File: config.mk
export PLATFORM = sky130hd
export DESIGN_NAME = ks_sub_pipe
export DESIGN_NICKNAME = d
export VERILOG_FILES = /design/src/rtl/ks_sub_pipe.sv
export SDC_FILE = /design/constraint.sdc
export NUM_CORES = 1
export LEC_CHECK = 0
export ABC_AREA = 1
export BUFFER_PORTS_ARGS = -buffer_cell sky130_fd_sc_hd__buf_2
export CAP_MARGIN = 20
export CORE_UTILIZATION = 35
export CTS_BUF_LIST = sky130_fd_sc_hd__clkbuf_16
export DETAILED_ROUTE_END_ITERATION = 10
export GPL_TIMING_DRIVEN = 1
export PLACE_DENSITY = 0.56
export SYNTH_ARGS = -nofsm -noshare
export SYNTH_HDL_FRONTEND = slang
export SYNTH_SLANG_ARGS = --single-unit
File: constraint.sdc
create_clock -name i_clk -period 5.62 [get_ports i_clk]
set_input_delay 1.124 -clock i_clk [delete_from_list [all_inputs] [get_ports i_clk]]
set_output_delay 1.124 -clock i_clk [all_outputs]
set_load 0.05 [all_outputs]
File: src/rtl/ks_sub_pipe.sv
// ks_sub_pipe
//   Three-stage pipelined Kogge-Stone subtractor: d = a - b - bin (mod 2^WIDTH).
//   Computed as a + ~b + cin with cin = ~bin; the prefix tree is split across
//   stages 2 and 3. All stages advance together under a valid/ready handshake.
//
//   Optional build macro: KS_SUB_ABS_EN
//     When defined, stage 3 returns the magnitude |a - b - bin| (two's-complement
//     negation through a second Kogge-Stone increment), and o_borrow acts as the
//     sign. When undefined, o_d is the raw two's-complement difference.
//
// Ports
//   i_clk     clock, rising edge
//   i_rst     asynchronous active-high reset
//   i_valid   input operands valid
//   o_ready   pipe can accept an operand this cycle (~o_valid | i_ready)
//   i_a       minuend, WIDTH bits
//   i_b       subtrahend, WIDTH bits
//   i_bin     borrow in
//   o_valid   result valid
//   i_ready   downstream accepts the result
//   o_d       difference (or magnitude with KS_SUB_ABS_EN), WIDTH bits
//   o_borrow  1 when a < b + bin (unsigned)
//   o_zero    1 when o_d == 0
module ks_sub_pipe #(
    parameter int WIDTH = 24
) (
    input  logic             i_clk,
    input  logic             i_rst,
    input  logic             i_valid,
    output logic             o_ready,
    input  logic [WIDTH-1:0] i_a,
    input  logic [WIDTH-1:0] i_b,
    input  logic             i_bin,
    output logic             o_valid,
    input  logic             i_ready,
    output logic [WIDTH-1:0] o_d,
    output logic             o_borrow,
    output logic             o_zero
);

    localparam int LEVELS = $clog2(WIDTH);
    localparam int SPLIT  = (LEVELS + 1) / 2;

    logic             adv;
    logic             v1, v2, v3;

    logic [WIDTH-1:0] in_g, in_p;
    logic [WIDTH-1:0] s1_g, s1_p;
    logic             s1_cin;

    logic [WIDTH-1:0] mid_g, mid_p, mid_tg, mid_tp;
    logic [WIDTH-1:0] s2_g, s2_p, s2_x;
    logic             s2_cin;

    logic [WIDTH-1:0] fin_g, fin_p, fin_tg, fin_tp;
    logic [WIDTH-1:0] carries, raw;
    logic             res_borrow;
    logic [WIDTH-1:0] res_d;

    // A single advance signal keeps every stage in lock-step; a full output
    // stage that is not being drained freezes the whole pipe.
    assign adv     = ~v3 | i_ready;
    assign o_ready = adv;
    assign o_valid = v3;

    // Bit-level generate/propagate of a + ~b; the carry-in is folded into the
    // bit-0 generate so the prefix tree yields carries directly.
    assign in_p = i_a ^ ~i_b;
    assign in_g = (i_a & ~i_b) | {{(WIDTH-1){1'b0}}, in_p[0] & ~i_bin};

    // First half of the prefix levels (distances 1 .. 2^(SPLIT-1)).
    always_comb begin
        mid_g  = s1_g;
        mid_p  = s1_p;
        mid_tg = s1_g;
        mid_tp = s1_p;
        for (int k = 0; k < SPLIT; k++) begin
            mid_tg = mid_g;
            mid_tp = mid_p;
            for (int i = (1 << k); i < WIDTH; i++) begin
                mid_g[i] = mid_tg[i] | (mid_tp[i] & mid_tg[i - (1 << k)]);
                mid_p[i] = mid_tp[i] & mid_tp[i - (1 << k)];
            end
        end
    end

    // Remaining prefix levels, then the sum XOR with the original propagate.
    // fin_g[i] is the carry out of bit i, including the carry-in.
    always_comb begin
        fin_g  = s2_g;
        fin_p  = s2_p;
        fin_tg = s2_g;
        fin_tp = s2_p;
        for (int k = SPLIT; k < LEVELS; k++) begin
            fin_tg = fin_g;
            fin_tp = fin_p;
            for (int i = (1 << k); i < WIDTH; i++) begin
                fin_g[i] = fin_tg[i] | (fin_tp[i] & fin_tg[i - (1 << k)]);
                fin_p[i] = fin_tp[i] & fin_tp[i - (1 << k)];
            end
        end
    end

    assign carries    = {fin_g[WIDTH-2:0], s2_cin};
    assign raw        = s2_x ^ carries;
    assign res_borrow = ~fin_g[WIDTH-1];

`ifdef KS_SUB_ABS_EN
    logic [WIDTH-1:0] inv, all_ones, all_tmp, inc_carry, mag;

    // -raw = ~raw + 1: the carry into bit i is the AND of all lower bits of
    // ~raw, built with the same log-depth prefix structure.
    assign inv = ~raw;

    always_comb begin
        all_ones = inv;
        all_tmp  = inv;
        for (int k = 0; k < LEVELS; k++) begin
            all_tmp = all_ones;
            for (int i = (1 << k); i < WIDTH; i++) begin
                all_ones[i] = all_tmp[i] & all_tmp[i - (1 << k)];
            end
        end
    end

    assign inc_carry = {all_ones[WIDTH-2:0], 1'b1};
    assign mag       = inv ^ inc_carry;
    assign res_d     = res_borrow ? mag : raw;
`else
    assign res_d     = raw;
`endif

    // Pipeline registers. Data registers of empty stages load freely; only
    // the valid bits give them meaning.
    always_ff @(posedge i_clk or posedge i_rst) begin
        if (i_rst) begin
            v1       <= 1'b0;
            v2       <= 1'b0;
            v3       <= 1'b0;
            s1_g     <= '0;
            s1_p     <= '0;
            s1_cin   <= 1'b0;
            s2_g     <= '0;
            s2_p     <= '0;
            s2_x     <= '0;
            s2_cin   <= 1'b0;
            o_d      <= '0;
            o_borrow <= 1'b0;
            o_zero   <= 1'b0;
        end else if (adv) begin
            v1       <= i_valid;
            v2       <= v1;
            v3       <= v2;
            s1_g     <= in_g;
            s1_p     <= in_p;
            s1_cin   <= ~i_bin;
            s2_g     <= mid_g;
            s2_p     <= mid_p;
            s2_x     <= s1_p;
            s2_cin   <= s1_cin;
            o_d      <= res_d;
            o_borrow <= res_borrow;
            o_zero   <= (res_d == '0);
        end
    end

endmodule
==> impl_metrics.ini <==
[place]
routabilityCongestion = 0.772
port-buffer-count = 80
hpwl_um = 11700
placed_area_sq_mm = 0.00744

[floorplan]
start_util = 0.361
die-area_sq_mm = 0.0200
boundaryPins = 81
die_w_um = 142
die_h_um = 142
rows = 50
coreArea_sq_mm = 0.0189

[worst_setup_path]
crit_top_cell = buf_2
max_stage_delay_ps = 420
worstReg2RegEnd = o_zero
critPathCaptureType = output port
r2r_slack_ps = 3300
path_cells = buf_2 > nor2_4 > inv_4 > buf_2
worstPathRequired_ps = 4500
cp_max_fo = 33
crit_type = in -> out
start_kind = input pin
cp_slowest_cell = nor2_4
cp.arrival_ps = 2200
r2r_cells = 10
r2r-start = o_valid

[min_path]
min_to = o_valid
min_from = v2
hold_depth = 1
hp-class = reg -> reg

[global_route]
grt.total_usage = 0.175
antenna_found_initial = 0
grt_max_degree = 106
grt_first_pass_wirelength_um = 26700
grt_pass1_vias = 5116
grt_overflow = 0

[yosys]
syn_avg_cell_area_sq_um = 8.09
yosysSeqAreaShare = 0.525
synth_top_family_by_area = simple AND/OR/NAND/NOR gates
syn_nets = 919
ys_ff_latch = 143
yosysTopAreaCell = dfrtp_1
synth_compound_area_frac = 0.134
muxShareOfSynthArea = 0
synth_area_sq_mm = 0.00681
synth_cell_type_count = 30
synthSimpleGateAreaFrac = 0.209
synthTopCellsByArea = dfrtp_1 (53%), nand2_1 (15%), o21ai_0 (6.5%)
synth_top_area_frac = 0.525
yosys_warnings = 0
synth_cells = 842
synthAdderAreaFrac = 0.0441
yosys.area_share.xor_xnor = 0.00386

[sta]
finalCriticalPeriod_ps = 3320
period_share = 0.591
setup_viol = 0
setup_tns_ps = 0
slew_violations = 0
hold_viol = 0
worst_pin_slew_ps = 953
max_freq_mhz = 301
rsz0062_at_grt = no
fin_skew_ps = 9.59
max_slew_margin = 0.364

[clock_network]
hold_buffers = 0
cts.sinks = 143
root_buffer = clkbuf_16
path_clk_slew_ps = 60
cts_buffers = 17
tritoncts = built
htree_num_levels = 4
clock_latency_ps = 420
postCtsResizedCells = 0
clk_path_buf_depth = 2
postCtsSetupRepairBufs = 0

[detailed_routing]
wl_um = 16300
dr.first_iter.drc_count = 402
drcViolationCount = 0
route.vias.total = 5499
dr.pass1.iters = 5
ant_nets = 0
wire_per_inst_um = 13.7
viasPerCell = 4.62

[finish]
final_common_cell = nand2_1
syn_to_final_growth_pct = 18.0
num_antenna_cells = 0
layout_common_cells = nand2_1 (278), dfrtp_1 (143), inv_1 (115), o21ai_0 (88), buf_2 (80)
fin_area_sq_mm = 0.00804
num-nets-final = 993
drive_gt1_frac = 0.125

[power]
leakage_nw = 4.12
power.density_mw_per_mm2 = 522
peakVddDrop_uv = 235

[job]
drv_cap = 0

[outcome]
status = completed
==> flip-flops by register name, summed over array words and instances, names as in the netlist, 16 cells and up <==
| signal | flops |
|---|---|
| o_d | 24 |
| s1_g | 24 |
| s1_p | 24 |
| s2_g | 24 |
| s2_p | 16 |
| s2_x | 24 |
==> how the worst max path moves through the flow <==
stage / startpoint / endpoint / slack (ps) / cells after the start
finish: i_ready / o_ready / 2300 / 4
detailed placement: i_ready / o_ready / 2290 / 4
global placement: i_ready / o_ready / 2330 / 4
floorplan: i_rst / o_borrow / 660 / 1
global route: i_ready / o_ready / 2170 / 4
CTS: i_ready / o_ready / 2290 / 4
==> final cells by class <==
class                      count  area (sq um)
fill                        1949         10900
sequential                   143          3580
multi-input combinational    555          2660
inverter                     115           439
timing repair buffer          84           430
clock buffer                  17           425
tap                          260           325
clock inverter                15           178
==> synthesized netlist by cell type <==
| master | count |
|---|---|
| inv_1 | 114 |
| buf_2 | 16 |
| nand3_1 | 26 |
| xnor2_1 | 2 |
| xor2_1 | 1 |
| o221ai_1 | 8 |
| inv_2 | 1 |
| buf_4 | 1 |
| a211oi_1 | 1 |
| nor3_1 | 4 |
| a21oi_1 | 26 |
| dfrtp_1 | 143 |
| o21ai_1 | 17 |
| clkbuf_1 | 11 |
| or2_2 | 2 |
| o22ai_1 | 3 |
| a22oi_1 | 1 |
| a21boi_0 | 1 |
| nand3b_1 | 2 |
| o211ai_1 | 4 |
| buf_6 | 1 |
| nand2_1 | 278 |
| nor2_4 | 1 |
| o21ai_0 | 88 |
| nor2_1 | 44 |
| a31oi_1 | 15 |
| o31ai_1 | 2 |
| nand4_1 | 4 |
| ha_1 | 24 |
| a21o_1 | 1 |
==> worst max-delay path: cells and delay by family <==
family	cells	cell delay (ps)
buffers and inverters	3	630
AND/OR/NAND/NOR	1	420
==> per-layer routing <==
metal / vias up / routed length [um] / global-route usage
met1: 2533 / 8680 / 0.261
met2: 104 / 6950 / 0.250
met3: 9 / 555 / 0.0395
li1: 2853 / - / -
met4: 0 / 133 / 0.0509
met5: - / 0 / 0
==> power breakdown <==
group | switching [mW] | internal, mW | total [mW]
sequential | 0.243 | 1.35 | 1.60
clock | 0.427 | 0.732 | 1.16
combinational | 1.05 | 0.395 | 1.44
==> stage by stage <==
step	worst slack (ps)	total power [mW]	util	hold slack (ps)	cells
after floorplan	658	2.65	-	440	842
after global placement	2330	3.05	0.394	464	1157
after detailed placement	2290	3.08	0.394	453	1157
after CTS	2290	4.25	0.425	472	1189
after global routing	2170	4.49	0.425	495	1189
final	2300	4.20	0.425	471	1189
==> cells by family (layout without fill, tap and decap cells) <==
logic type      Yosys count  in the layout
compound gates          167            167
xor+xnor                  3              3
fa+ha+maj                24             24
buf+inv                 144            231
flops                   143            143
simple gates            361            361
No activity file was read; power rests on OpenSTA's default activity.
